<file path="config.mk">
export PLATFORM = sky130hd
export DESIGN_NAME = reconvolve_40mhz
export DESIGN_NICKNAME = d
export VERILOG_FILES = /design/src/rtl/reconvolve_40mhz_pkg.sv /design/src/rtl/reconvolve_40mhz.sv
export SDC_FILE = /design/constraint.sdc
export NUM_CORES = 1
export LEC_CHECK = 0
export ABC_AREA = 1
export CAP_MARGIN = 5
export CORE_UTILIZATION = 60
export DETAILED_ROUTE_END_ITERATION = 16
export PLACE_DENSITY = 0.79
export SLEW_MARGIN = 10
export SYNTH_ARGS = -nofsm -noshare
export SYNTH_HDL_FRONTEND = slang
export SYNTH_SLANG_ARGS = --single-unit
</file>
<file path="constraint.sdc">
create_clock -name CLK -period 4.75 [get_ports CLK]
set_input_delay 0.475 -clock CLK [delete_from_list [all_inputs] [get_ports CLK]]
set_output_delay 0.475 -clock CLK [all_outputs]
set_load 0.05 [all_outputs]
</file>
<file path="src/rtl/reconvolve_40mhz_pkg.sv">
// -----------------------------------------------------------------------------
// reconvolve_40mhz_pkg
// Shared widths and phase constants for the ToTd reconvolver.
// The width defaults mirror the trigger-wide definitions:
//   ADC_WIDTH                       -> RECONV_ADC_WIDTH
//   COMPATIBILITY_TOTD_FD_BITS      -> RECONV_FD_BITS
//   COMPATIBILITY_TOTD_GN_BITS      -> RECONV_GN_BITS
//   COMPATIBILITY_TOTD_GN_FRAC_BITS -> RECONV_GN_FRAC_BITS
// -----------------------------------------------------------------------------
package reconvolve_40mhz_pkg;

  localparam int RECONV_ADC_WIDTH    = 12;
  localparam int RECONV_FD_BITS      = 6;
  localparam int RECONV_GN_BITS      = 8;
  localparam int RECONV_GN_FRAC_BITS = 7;

  // 40 MHz phase codes carried on ENABLE40 (3 is a pure hold phase).
  localparam logic [1:0] PHASE_STROBE = 2'd0;
  localparam logic [1:0] PHASE_PROD   = 2'd1;

endpackage : reconvolve_40mhz_pkg

</file>
<file path="src/rtl/reconvolve_40mhz.sv">
// -----------------------------------------------------------------------------
// reconvolve_40mhz
// Re-applies an exponential decay to a deconvolved 40 MHz trace:
//   x[n] = GN*y[n] + FD*x[n-1]
// running at 120 MHz with a 40 MHz phase enable (ENABLE40 == 0 is the strobe).
//
// Ports:
//   CLK       in   120 MHz clock
//   RESET     in   asynchronous active-high reset, clears all state
//   ENABLE40  in   40 MHz phase (0 strobe, 1 feedback product, 2/3 hold)
//   ADC_IN    in   deconvolved sample y[n]
//   FD        in   decay fraction .yyyyyy
//   GN        in   gain x.yyyyyyy
//   CLR_OVF   in   level clear of OVERFLOW, sampled every CLK
//   ADC_OUT   out  reconvolved sample (rounded, saturated)
//   OVERFLOW  out  sticky accumulator-saturation flag
//   DEBUG     out  only with COMPAT_TOTD_RECONV_DEBUG_EN defined:
//                  {ADC_OUT, ACC int, S6 int, IN_R}, registered every CLK
//
// Optional feature macro: COMPAT_TOTD_RECONV_DEBUG_EN
//
// Pipeline (each stage advances on the strobe only):
//   P1 IN_R <= ADC_IN
//   P2 S    <= IN_R*GN
//   P3 ACC  <= sat(S6 + PROD>>FD_BITS), PROD = ACC*FD loaded on phase 1
//   P4 ADC_OUT <= round(ACC)
// -----------------------------------------------------------------------------
module reconvolve_40mhz
  import reconvolve_40mhz_pkg::*;
#(
  parameter int ADC_WIDTH    = RECONV_ADC_WIDTH,
  parameter int FD_BITS      = RECONV_FD_BITS,
  parameter int GN_BITS      = RECONV_GN_BITS,
  parameter int GN_FRAC_BITS = RECONV_GN_FRAC_BITS
) (
  input  logic                 CLK,
  input  logic                 RESET,
  input  logic [1:0]           ENABLE40,
  input  logic [ADC_WIDTH-1:0] ADC_IN,
  input  logic [FD_BITS-1:0]   FD,
  input  logic [GN_BITS-1:0]   GN,
  input  logic                 CLR_OVF,
  output logic [ADC_WIDTH-1:0] ADC_OUT,
  output logic                 OVERFLOW
`ifdef COMPAT_TOTD_RECONV_DEBUG_EN
  ,
  output logic [4*ADC_WIDTH-1:0] DEBUG
`endif
);

  localparam int S_W    = ADC_WIDTH + GN_BITS;         // IN_R*GN
  localparam int SH     = GN_FRAC_BITS - FD_BITS;      // S -> FD_BITS fraction
  localparam int ACC_W  = ADC_WIDTH + FD_BITS;
  localparam int PROD_W = ACC_W + FD_BITS;
  // One headroom bit above the wider addend so the saturation compare is exact.
  localparam int SUM_W  = ((S_W + 1 > ACC_W) ? S_W + 1 : ACC_W) + 1;

  localparam logic [S_W:0]       S_HALF   = {{S_W{1'b0}}, 1'b1} << (SH - 1);
  localparam logic [ACC_W:0]     ACC_HALF = {{ACC_W{1'b0}}, 1'b1} << (FD_BITS - 1);
  localparam logic [ACC_W-1:0]   ACC_MAX  = '1;
  localparam logic [SUM_W-1:0]   SUM_MAX  = {{(SUM_W-ACC_W){1'b0}}, ACC_MAX};

  // Round half up to integer and clamp at full scale.
  function automatic logic [ADC_WIDTH-1:0] round_sat(input logic [ACC_W-1:0] acc);
    logic [ACC_W:0] r;
    r = {1'b0, acc} + ACC_HALF;
    if (r[ACC_W]) begin
      return '1;
    end
    return ADC_WIDTH'(r >> FD_BITS);
  endfunction

  logic [ADC_WIDTH-1:0] in_r_q,    in_r_d;
  logic [S_W-1:0]       s_q,       s_d;
  logic [PROD_W-1:0]    prod_q,    prod_d;
  logic [ACC_W-1:0]     acc_q,     acc_d;
  logic [ADC_WIDTH-1:0] adc_out_q, adc_out_d;
  logic                 ovf_q,     ovf_d;

  logic                 strobe;
  logic                 prod_en;
  logic [S_W:0]         s_rnd;
  logic [S_W:0]         s6;
  logic [SUM_W-1:0]     sum;
  logic                 sat;
  logic                 unused_prod_frac;

  assign strobe  = (ENABLE40 == PHASE_STROBE);
  assign prod_en = (ENABLE40 == PHASE_PROD);

  // S carries GN_FRAC_BITS fraction; rounding half up brings it to FD_BITS.
  assign s_rnd = {1'b0, s_q} + S_HALF;
  assign s6    = s_rnd >> SH;

  // The feedback term drops the extra FD_BITS fraction of ACC*FD by truncation.
  assign sum = {{(SUM_W-S_W-1){1'b0}}, s6}
             + {{(SUM_W-ACC_W){1'b0}}, prod_q[PROD_W-1:FD_BITS]};
  assign sat = (sum > SUM_MAX);
  assign unused_prod_frac = ^prod_q[FD_BITS-1:0];

  always_comb begin
    in_r_d    = in_r_q;
    s_d       = s_q;
    prod_d    = prod_q;
    acc_d     = acc_q;
    adc_out_d = adc_out_q;
    ovf_d     = ovf_q;

    if (strobe) begin
      in_r_d    = ADC_IN;
      s_d       = {{GN_BITS{1'b0}}, in_r_q} * {{ADC_WIDTH{1'b0}}, GN};
      acc_d     = sat ? ACC_MAX : sum[ACC_W-1:0];
      adc_out_d = round_sat(acc_q);
    end

    // PROD sees the ACC written on the preceding strobe, closing the loop
    // inside one 40 MHz period.
    if (prod_en) begin
      prod_d = {{FD_BITS{1'b0}}, acc_q} * {{ACC_W{1'b0}}, FD};
    end

    // Saturation has priority over a simultaneous clear.
    if (strobe && sat) begin
      ovf_d = 1'b1;
    end else if (CLR_OVF) begin
      ovf_d = 1'b0;
    end
  end

  always_ff @(posedge CLK or posedge RESET) begin
    if (RESET) begin
      in_r_q    <= '0;
      s_q       <= '0;
      prod_q    <= '0;
      acc_q     <= '0;
      adc_out_q <= '0;
      ovf_q     <= 1'b0;
    end else begin
      in_r_q    <= in_r_d;
      s_q       <= s_d;
      prod_q    <= prod_d;
      acc_q     <= acc_d;
      adc_out_q <= adc_out_d;
      ovf_q     <= ovf_d;
    end
  end

  assign ADC_OUT  = adc_out_q;
  assign OVERFLOW = ovf_q;

`ifdef COMPAT_TOTD_RECONV_DEBUG_EN
  logic [4*ADC_WIDTH-1:0] debug_q;

  always_ff @(posedge CLK or posedge RESET) begin
    if (RESET) begin
      debug_q <= '0;
    end else begin
      debug_q <= {adc_out_q,
                  acc_q[ACC_W-1:FD_BITS],
                  s6[FD_BITS +: ADC_WIDTH],
                  in_r_q};
    end
  end

  assign DEBUG = debug_q;
`endif

endmodule : reconvolve_40mhz

</file>
==> flow_metrics.env, run 1 <==
export IMPL_grt_antenna_before_repair=0
export IMPL_grt_pass1_wl_mm=49.3
export IMPL_endpoint_kind="flip-flop"
export IMPL_crit_top_cell="fa_1"
export IMPL_post_route_period_util_pct=94.6
export IMPL_drc=0
export IMPL_die_x_um=139
export IMPL_drv_cap=0
export IMPL_crit_type="input port to flip-flop"
export IMPL_synth_top_family_by_area="adder cells"
export IMPL_period_needed_ns=4.49
export IMPL_dp_hpwl_mm=23.4
export IMPL_totalWireLength_mm=29.1
export IMPL_worstReg2RegEnd="s_q[19]$_DFFE_PP0N_"
export IMPL_cp_start_kind="input port"
export IMPL_hold_viol=0
export IMPL_cts_sinks=81
export IMPL_finalMaxSlewViolations=0
export IMPL_grt_use_total_pct=32.0
export IMPL_drive_above_1_share_pct=8.29
export IMPL_clockBufferDepth=2
export IMPL_grt_max_degree=63
export IMPL_avgViaCountPerCell=5.45
export IMPL_drt_pass1_iter_count=5
export IMPL_muxShareOfSynthArea_pct=0.177
export IMPL_async_flop_share_pct=100
export IMPL_coreArea_mm2=0.0182
export IMPL_yosys_area_top_type="fa_1"
export IMPL_postSynthAreaPerCell_um2=7.19
export IMPL_cts_buffers=9
export IMPL_worst_path_max_delay_cell="fa_1"
export IMPL_final_util_pct=70.3
export IMPL_finalNonFillerCells=1881
export IMPL_ff2ff_path_depth=17
export IMPL_dieArea_mm2=0.0194
export IMPL_r2r_start="in_r_q[5]$_DFFE_PP0N_"
export IMPL_hp_start="ADC_OUT[8]$_DFFE_PP0N_"
export IMPL_worstHoldPathCells=2
export IMPL_num_io_pins=44
export IMPL_slew_headroom_pct=36.0
export IMPL_clock_latency_ns=0.36
export IMPL_core_rowCount=49
export IMPL_critPathMaxFanout=7
export IMPL_ant_nets=0
export IMPL_synth_xor_area_share_pct=3.32
export IMPL_hold_class="flip-flop to flip-flop"
export IMPL_startpoint="GN[5]"
export IMPL_synthAdderAreaFrac_pct=32.3
export IMPL_synthesis_area_mm2=0.0113
export IMPL_diodes=0
export IMPL_finalClockSkew_ns=0.0114
export IMPL_die_h_um=139
export IMPL_synth_compound_area_share_pct=8.53
export IMPL_slowest_delay_ns=0.54
export IMPL_synth_edf_count=0
export IMPL_setup_violations=0
export IMPL_path_delay_family="adder cells"
export IMPL_yosysTopAreaCellShare_pct=22.1
export IMPL_via_count=10259
export IMPL_synth_yosys_seq_area_share_pct=17.9
export IMPL_overflow=0
export IMPL_nets=1895
export IMPL_root_buffer="clkbuf_16"
export IMPL_grt_pass1_vias=10194
export IMPL_rsz0062_at_grt="false"
export IMPL_yosysWarnings=0
export IMPL_syn_inst=1576
export IMPL_yosys_most_used_dff="dfrtp_1"
export IMPL_tightest_slew_ns=0.959
export IMPL_port_buffers=43
export IMPL_synth_cell_type_count=41
export IMPL_synthSimpleGateAreaFrac_pct=25.2
export IMPL_yosys_top_cells_area="fa_1, dfrtp_1, nand2_1"
export IMPL_fmax_mhz=223
export IMPL_postPlaceCellArea_mm2=0.0125
export IMPL_worstPathArrival_ns=4.72
export IMPL_worst_path_buf_inv=5
export IMPL_synthesis_nets=1824
export IMPL_r2r_setup_slack_ns=0.32
export IMPL_ys_ff_latch=81
export IMPL_htree_num_levels=3
export IMPL_setup_tns_ns=0
export IMPL_area_delta_synth_final_pct=13.0
export IMPL_crit_chain="clkdlybuf4s50_1 -> buf_4 -> nand2_1 -> inv_1 -> fa_1 -> inv_1 -> fa_1 -> fa_1 -> fa_1 -> inv_1 -> ha_1 -> nand2_1 -> nand2_1 -> a31oi_1 -> nand3_1 -> a21oi_1 -> xor2_1 -> o21ai_0"
export IMPL_drtIter0Drc=707
export IMPL_status="finished clean"
export IMPL_wl_per_cell_um=15.4
export IMPL_whs_endpoint="ADC_OUT[8]$_DFFE_PP0N_"
export IMPL_required_ns=4.97
export IMPL_final_cell_area_mm2=0.0128
export IMPL_cts_tree="yes"
export IMPL_clk_pin_slew_ns=0.07
export IMPL_start_util_pct=62.2
export IMPL_gp_routability_congestion=0.975
export IMPL_dp_cells=1865
==> cells in the final DEF (no fill, tap or decap), drive strengths merged, types with 12 or more instances in the layout <==
cell type and n:
fa 125, nand3 63, xnor2 12, a21oi 83, xor2 31, nand4 12, nor3 12, o21bai 12
inv 318, ha 92, buf 77, clkdlybuf4s50 39, o21ai 46, dfrtp 81, nand2 469, nor2 114
==> metal layers <==
layer  track usage [%]  wire length (µm)  vias to the layer above
li1                  -                 -                     4936
met4              11.5               870                        0
met1              41.7             12300                     4856
met5                 0                 0                        -
met2              54.2             14000                      390
met3              4.51              1900                       77
==> stage by stage <==
stage	hold WS, ns	setup slack [ns]
2_1_floorplan	0.455	0.364
3_3_place_gp	0.474	-0.171
3_5_place_dp	0.486	-0.235
4_1_cts	0.505	0.129
5_1_grt	0.522	0.0138
6_report	0.497	0.256
==> area by class of cell <==
class / count / area [µm²]
clock buffer: 9 / 225
fill: 1532 / 5410
multi-input combinational: 1120 / 7900
timing repair buffer: 120 / 1090
tap: 229 / 287
inverter: 315 / 1180
sequential: 81 / 2030
clock inverter: 7 / 83.8
==> registers in the layout (all words and copies together) (netlist names) <==
name and cells:
prod_q 18, OVERFLOW 1, s_q 20, acc_q 18, in_r_q 12, ADC_OUT 12
==> timing repair <==
item / in CTS / in global routing
hold buffers: 0 / 0
setup endpoints to repair: 0 / 7
resized for setup: 0 / 9
buffers inserted: 0 / 0
==> synth_stat cells (all sizes together), types with 12 or more instances <==
| cell type | n |
|---|---|
| nand2 | 469 |
| inv | 315 |
| fa | 125 |
| nor2 | 114 |
| ha | 92 |
| a21oi | 83 |
| dfrtp | 81 |
| nand3 | 63 |
| clkbuf | 50 |
| o21ai | 46 |
| xor2 | 31 |
| nand4 | 12 |
| nor3 | 12 |
| o21bai | 12 |
| xnor2 | 12 |
==> cells by family (layout without fill, tap and decap cells) <==
logic type / Yosys count / after routing
and+or+nand+nor: 690 / 690
buffers and inverters: 375 / 451
adders and majority gates: 217 / 217
AOI/OAI and AO/OA: 168 / 168
DFF: 81 / 81
xor gates and xnor gates: 43 / 43
muxes: 2 / 2
==> worst register-to-register path, cell delays in order (launching register included) <==
cell     delay (ns)
dfrtp_1        0.46
buf_4          0.20
nand2_1        0.07
inv_1          0.06
fa_1           0.53
inv_1          0.06
fa_1           0.50
fa_1           0.51
fa_1           0.54
inv_1          0.04
ha_1           0.34
nand2_1        0.11
nand2_1        0.07
a31oi_1        0.17
nand3_1        0.16
a21oi_1        0.19
xor2_1         0.19
o21ai_0        0.09
==> worst max path at each step <==
| stage | endpoint | depth (start not counted) | slack, ns |
|---|---|---|---|
| 6_report | s_q[19]$_DFFE_PP0N_ | 18 | 0.26 |
| 3_3_place_gp | s_q[16]$_DFFE_PP0N_ | 17 | -0.17 |
| 4_1_cts | s_q[16]$_DFFE_PP0N_ | 17 | 0.13 |
| 3_5_place_dp | s_q[16]$_DFFE_PP0N_ | 17 | -0.23 |
| 2_1_floorplan | s_q[14]$_DFFE_PP0N_ | 18 | 0.36 |
| 5_1_grt | s_q[14]$_DFFE_PP0N_ | 19 | 0.01 |
Power of run 1 is left out: the tool's default activity adds up to more than one toggle a clock period on the data nets, which glitch-free logic cannot reach.
==> inputs of run 2 (changes only) <==
SETUP_SLACK_MARGIN = 0.15   (was default)
==> run 2 against run 1 <==
Clock skew barely moved. Via count rose by 0.37%. Utilization rose by 0.26 points. Count of clock-buffer cells in the layout did not move. Sequential share of layout area barely moved.
==> flow_metrics.env, run 2 (same netlist as run 1, synthesis figures left out) <==
export IMPL_status="finished clean"
export IMPL_critPathMaxFanout=6
export IMPL_final_cell_mix="nand2_1, inv_1, fa_1, nor2_1, ha_1"
export IMPL_r2r_start="in_r_q[5]$_DFFE_PP0N_"
export IMPL_drc=0
export IMPL_cts_tree="yes"
export IMPL_clockBufferDepth=2
export IMPL_period_needed_ns=4.40
export IMPL_finalMaxSlewViolations=0
export IMPL_hold_class="flip-flop to flip-flop"
export IMPL_required_ns=4.97
export IMPL_pre_cts_ws_ns=-0.235
export IMPL_postPlaceCellArea_mm2=0.0125
export IMPL_drv_cap=0
export IMPL_largestRegisters="s_q (20), acc_q (18), prod_q (18)"
export IMPL_via_count=10297
export IMPL_endpoint_kind="flip-flop"
export IMPL_largest_reg_flops=20
export IMPL_clk_pin_slew_ns=0.07
export IMPL_ff2ff_path_depth=17
export IMPL_r2r_setup_slack_ns=0.35
export IMPL_final_common_cell="nand2_1"
export IMPL_die_h_um=139
export IMPL_hp_start="ADC_OUT[8]$_DFFE_PP0N_"
export IMPL_start_util_pct=62.2
export IMPL_dieArea_mm2=0.0194
export IMPL_rsz0062_at_grt="false"
export IMPL_clock_latency_ns=0.36
export IMPL_grt_max_degree=63
export IMPL_hold_viol=0
export IMPL_post_route_period_util_pct=92.6
export IMPL_grt_pass1_wl_mm=49.3
export IMPL_port_buffers=43
export IMPL_drtIter0Drc=773
export IMPL_overflow=0
export IMPL_postCtsHoldBufs=0
export IMPL_grt_pass1_vias=10194
export IMPL_cts_sinks=81
export IMPL_root_buffer="clkbuf_16"
export IMPL_fmax_mhz=227
export IMPL_slew_headroom_pct=35.9
export IMPL_setup_violations=0
export IMPL_final_cell_area_mm2=0.0128
export IMPL_setup_slack_ns=0.352
export IMPL_wl_per_cell_um=15.5
export IMPL_crit_type="flip-flop to flip-flop"
export IMPL_startpoint="in_r_q[5]$_DFFE_PP0N_"
export IMPL_avgViaCountPerCell=5.46
export IMPL_grt_use_total_pct=32.0
export IMPL_cts_buffers=9
export IMPL_drt_pass1_iter_count=5
export IMPL_core_rowCount=49
export IMPL_drive_above_1_share_pct=8.88
export IMPL_gp_routability_congestion=0.975
export IMPL_max_flop_register="s_q"
export IMPL_ant_nets=0
export IMPL_cp_start_kind="flip-flop"
export IMPL_totalWireLength_mm=29.2
export IMPL_dp_hpwl_mm=23.4
export IMPL_worstHoldPathCells=2
export IMPL_diodes=0
export IMPL_worstPathArrival_ns=4.62
export IMPL_htree_num_levels=3
export IMPL_grt_antenna_before_repair=0
export IMPL_finalClockSkew_ns=0.0110
export IMPL_nets=1899
export IMPL_num_io_pins=44
export IMPL_tightest_slew_ns=0.960
export IMPL_coreArea_mm2=0.0182
export IMPL_die_x_um=139
export IMPL_area_delta_synth_final_pct=13.4
==> run 2: cell types whose count changed in the layout (fill, tap and decap cells not counted), sizes merged <==
cell	before	now
dlymetal6s2s	4	6
clkdlybuf4s50	39	37
buf	77	81
==> run 2: worst max-delay path: stages (launching register included) <==
cell	delay, ns
dfrtp_2	0.46
buf_4	0.18
nand2_1	0.07
inv_1	0.07
fa_1	0.53
inv_1	0.06
fa_1	0.50
fa_1	0.51
fa_1	0.54
inv_1	0.04
ha_1	0.34
nand2_1	0.10
nand2_1	0.06
a31oi_1	0.17
nand3_1	0.16
a21oi_1	0.19
xor2_1	0.19
o21ai_0	0.09
==> run 2: final timing paths <==
| path | endpoint |
|---|---|
| max | s_q[19]$_DFFE_PP0N_ |
| min | ADC_OUT[8]$_DFFE_PP0N_ |
| max reg2reg | s_q[19]$_DFFE_PP0N_ |
| min reg2reg | ADC_OUT[8]$_DFFE_PP0N_ |
| max in group asynchronous | prod_q[23]$_DFFE_PP0N_ |
| min in group asynchronous | ADC_OUT[6]$_DFFE_PP0N_ |
==> run 2: timing repair <==
action	CTS	global route
buffers inserted	0	4
hold endpoints to repair	0	0
gates resized for setup	2	15
setup endpoints to repair	2	10
==> run 2: stage by stage <==
step / hold slack (ns) / TNS, ns / utilization [%] / std cells
detailed placement: 0.486 / -1.41 / 68.4 / 1865
CTS: 0.505 / 0 / 70.1 / 1881
floorplan: 0.455 / 0 / - / 1576
finish: 0.500 / 0 / 70.6 / 1885
global route: 0.522 / 0 / 70.6 / 1885
global placement: 0.474 / -0.795 / 68.4 / 1865
==> run 2: final cells by class <==
| class | count | area (µm²) |
|---|---|---|
| timing repair buffer | 124 | 1130 |
| clock inverter | 7 | 83.8 |
| fill | 1517 | 5360 |
| clock buffer | 9 | 225 |
| inverter | 315 | 1180 |
| tap | 229 | 287 |
| multi-input combinational | 1120 | 7910 |
| sequential | 81 | 2030 |
==> run 2: layer usage <==
metal	global-route usage, %	vias to the layer above	share of wire [%]
met3	4.51	82	6.6
li1	-	4945	-
met2	54.3	376	48
met4	11.5	0	3.0
met5	0	-	0
met1	41.8	4894	42
Power of run 2 is left out for the same reason.
==> inputs of run 3 (changes only) <==
clock period = 4.12 ns   (was 4.75 ns; I/O delays follow)
==> run 3 against run 2 <==
The flow now finishes with violations (negative setup slack). Design area increased by 12%. Clock skew decreased by 0.00073 ns. Flip-flop and latch count unchanged. Die area unchanged. Largest cell class unchanged. Final cell count increased by 5.0%. Worst hold slack got worse by 0.014 ns. Register-to-register slack got worse by 0.38 ns. Utilization increased by 8.5 points. Fmax increased by 6.1%. Count of clock-buffer cells in the layout unchanged. Critical endpoint is now s_q[18]$_DFFE_PP0N_. Critical path depth decreased by 1.
==> flow_metrics.env, run 3 (same netlist as run 1, synthesis figures left out) <==
export IMPL_cts_tree="yes"
export IMPL_root_buffer="clkbuf_16"
export IMPL_cts_sinks=81
export IMPL_diodes=0
export IMPL_setup_violations=1
export IMPL_postCtsHoldBufs=0
export IMPL_drc=0
export IMPL_final_cell_mix="nand2_1, inv_1, buf_4, fa_1, nor2_1"
export IMPL_status="finished, violations left"
export IMPL_clockBufferDepth=2
export IMPL_finalMaxSlewViolations=0
export IMPL_crit_type="flip-flop to flip-flop"
export IMPL_period_needed_ns=4.14
export IMPL_worstPathArrival_ns=4.36
export IMPL_dp_hpwl_mm=23.1
export IMPL_slew_headroom_pct=33.5
export IMPL_setup_tns_ns=-0.0247
export IMPL_overflow=0
export IMPL_via_count=10879
export IMPL_critPathMaxFanout=7
export IMPL_grt_antenna_before_repair=0
export IMPL_port_buffers=43
export IMPL_area_delta_synth_final_pct=27.0
export IMPL_cp_start_kind="flip-flop"
export IMPL_coreArea_mm2=0.0182
export IMPL_dieArea_mm2=0.0194
export IMPL_nets=1993
export IMPL_grt_max_degree=63
export IMPL_rsz0062_at_grt="true"
export IMPL_totalWireLength_mm=32.6
export IMPL_fmax_mhz=241
export IMPL_cts_buffers=9
export IMPL_largestRegisters="s_q (20), acc_q (18), prod_q (18)"
export IMPL_avgViaCountPerCell=5.50
export IMPL_largest_reg_flops=20
export IMPL_gp_routability_congestion=0.926
export IMPL_hold_viol=0
export IMPL_final_common_cell="nand2_1"
export IMPL_max_flop_register="s_q"
export IMPL_grt_pass1_vias=11033
export IMPL_violations="negative setup slack"
export IMPL_worst_path_max_delay_cell="fa_1"
export IMPL_wl_per_cell_um=16.5
export IMPL_finalNonFillerCells=1979
export IMPL_htree_num_levels=3
export IMPL_die_h_um=139
export IMPL_finalClockSkew_ns=0.0103
export IMPL_pre_cts_ws_ns=-0.644
export IMPL_core_rowCount=49
export IMPL_grt_use_total_pct=32.9
export IMPL_final_util_pct=79.0
export IMPL_num_io_pins=44
export IMPL_drv_cap=0
export IMPL_die_x_um=139
export IMPL_clk_pin_slew_ns=0.07
export IMPL_hold_class="flip-flop to flip-flop"
export IMPL_post_route_period_util_pct=101
export IMPL_ant_nets=0
export IMPL_required_ns=4.34
export IMPL_drive_above_1_share_pct=22.1
export IMPL_start_util_pct=62.2
export IMPL_grt_pass1_wl_mm=50.9
export IMPL_endpoint_kind="flip-flop"
export IMPL_slowest_delay_ns=0.55
export IMPL_tightest_slew_ns=0.997
export IMPL_dp_cells=1928
export IMPL_setup_slack_ns=-0.0247
export IMPL_drt_pass1_iter_count=7
export IMPL_crit_chain="nand2_1 -> inv_1 -> fa_1 -> inv_2 -> fa_1 -> fa_1 -> fa_1 -> inv_2 -> ha_4 -> buf_4 -> nand2_2 -> nor2_1 -> o21ai_0 -> nand4_1 -> xor2_1 -> o21ai_1"
export IMPL_drtIter0Drc=628
export IMPL_clock_latency_ns=0.36
export IMPL_crit_top_cell="fa_1"
[run 3: final timing paths]
check	slack, ns	endpoint	cells past startpoint	from
max	-0.02	s_q[18]$_DFFE_PP0N_	16	in_r_q[6]$_DFFE_PP0N_
min	0.49	ADC_OUT[8]$_DFFE_PP0N_	2	ADC_OUT[8]$_DFFE_PP0N_
max reg2reg	-0.02	s_q[18]$_DFFE_PP0N_	16	in_r_q[6]$_DFFE_PP0N_
min reg2reg	0.49	ADC_OUT[8]$_DFFE_PP0N_	2	ADC_OUT[8]$_DFFE_PP0N_
max in group asynchronous	2.60	acc_q[10]$_DFFE_PP0N_	3	RESET
min in group asynchronous	0.57	in_r_q[0]$_DFFE_PP0N_	2	RESET
[run 3: critical path: cells and delay by family (launching register included)]
kind            cells  cell delay (ns)
flops               1             0.48
simple gates        4             0.44
compound gates      2             0.32
buf+inv             4             0.32
xor+xnor            1             0.18
fa+ha+maj           5             2.26
[run 3: through the flow]
step / hold slack [ns] / instance area [µm²]
global placement: 0.467 / 13000
detailed placement: 0.471 / 13000
floorplan: 0.455 / 11500
global route: 0.508 / 14400
finish: 0.486 / 14400
CTS: 0.491 / 13700
[run 3: final cells by class]
class / instances / area [µm²]
clock buffers: 9 / 225
clock inverters: 7 / 61.3
fillers: 1241 / 3820
inverters: 315 / 1180
multi-input cells: 1120 / 8650
flip-flops and latches: 81 / 2050
well taps: 229 / 287
repair buffers: 218 / 1930
[run 3: what timing repair did]
action	CTS	global route
endpoints found under the setup margin	24	27
gates cloned	5	2
pin swaps	43	71
setup buffers	12	16
gates resized for setup	87	132
[run 3: per-layer routing]
metal | share of wire, % | vias up | GRT usage (%)
met1 | 38 | 5214 | 37.1
met4 | 4.4 | 0 | 15.0
met3 | 4.9 | 124 | 3.51
met5 | 0 | - | 0
met2 | 53 | 401 | 62.0
li1 | - | 5140 | -
Power of run 3 is left out for the same reason.
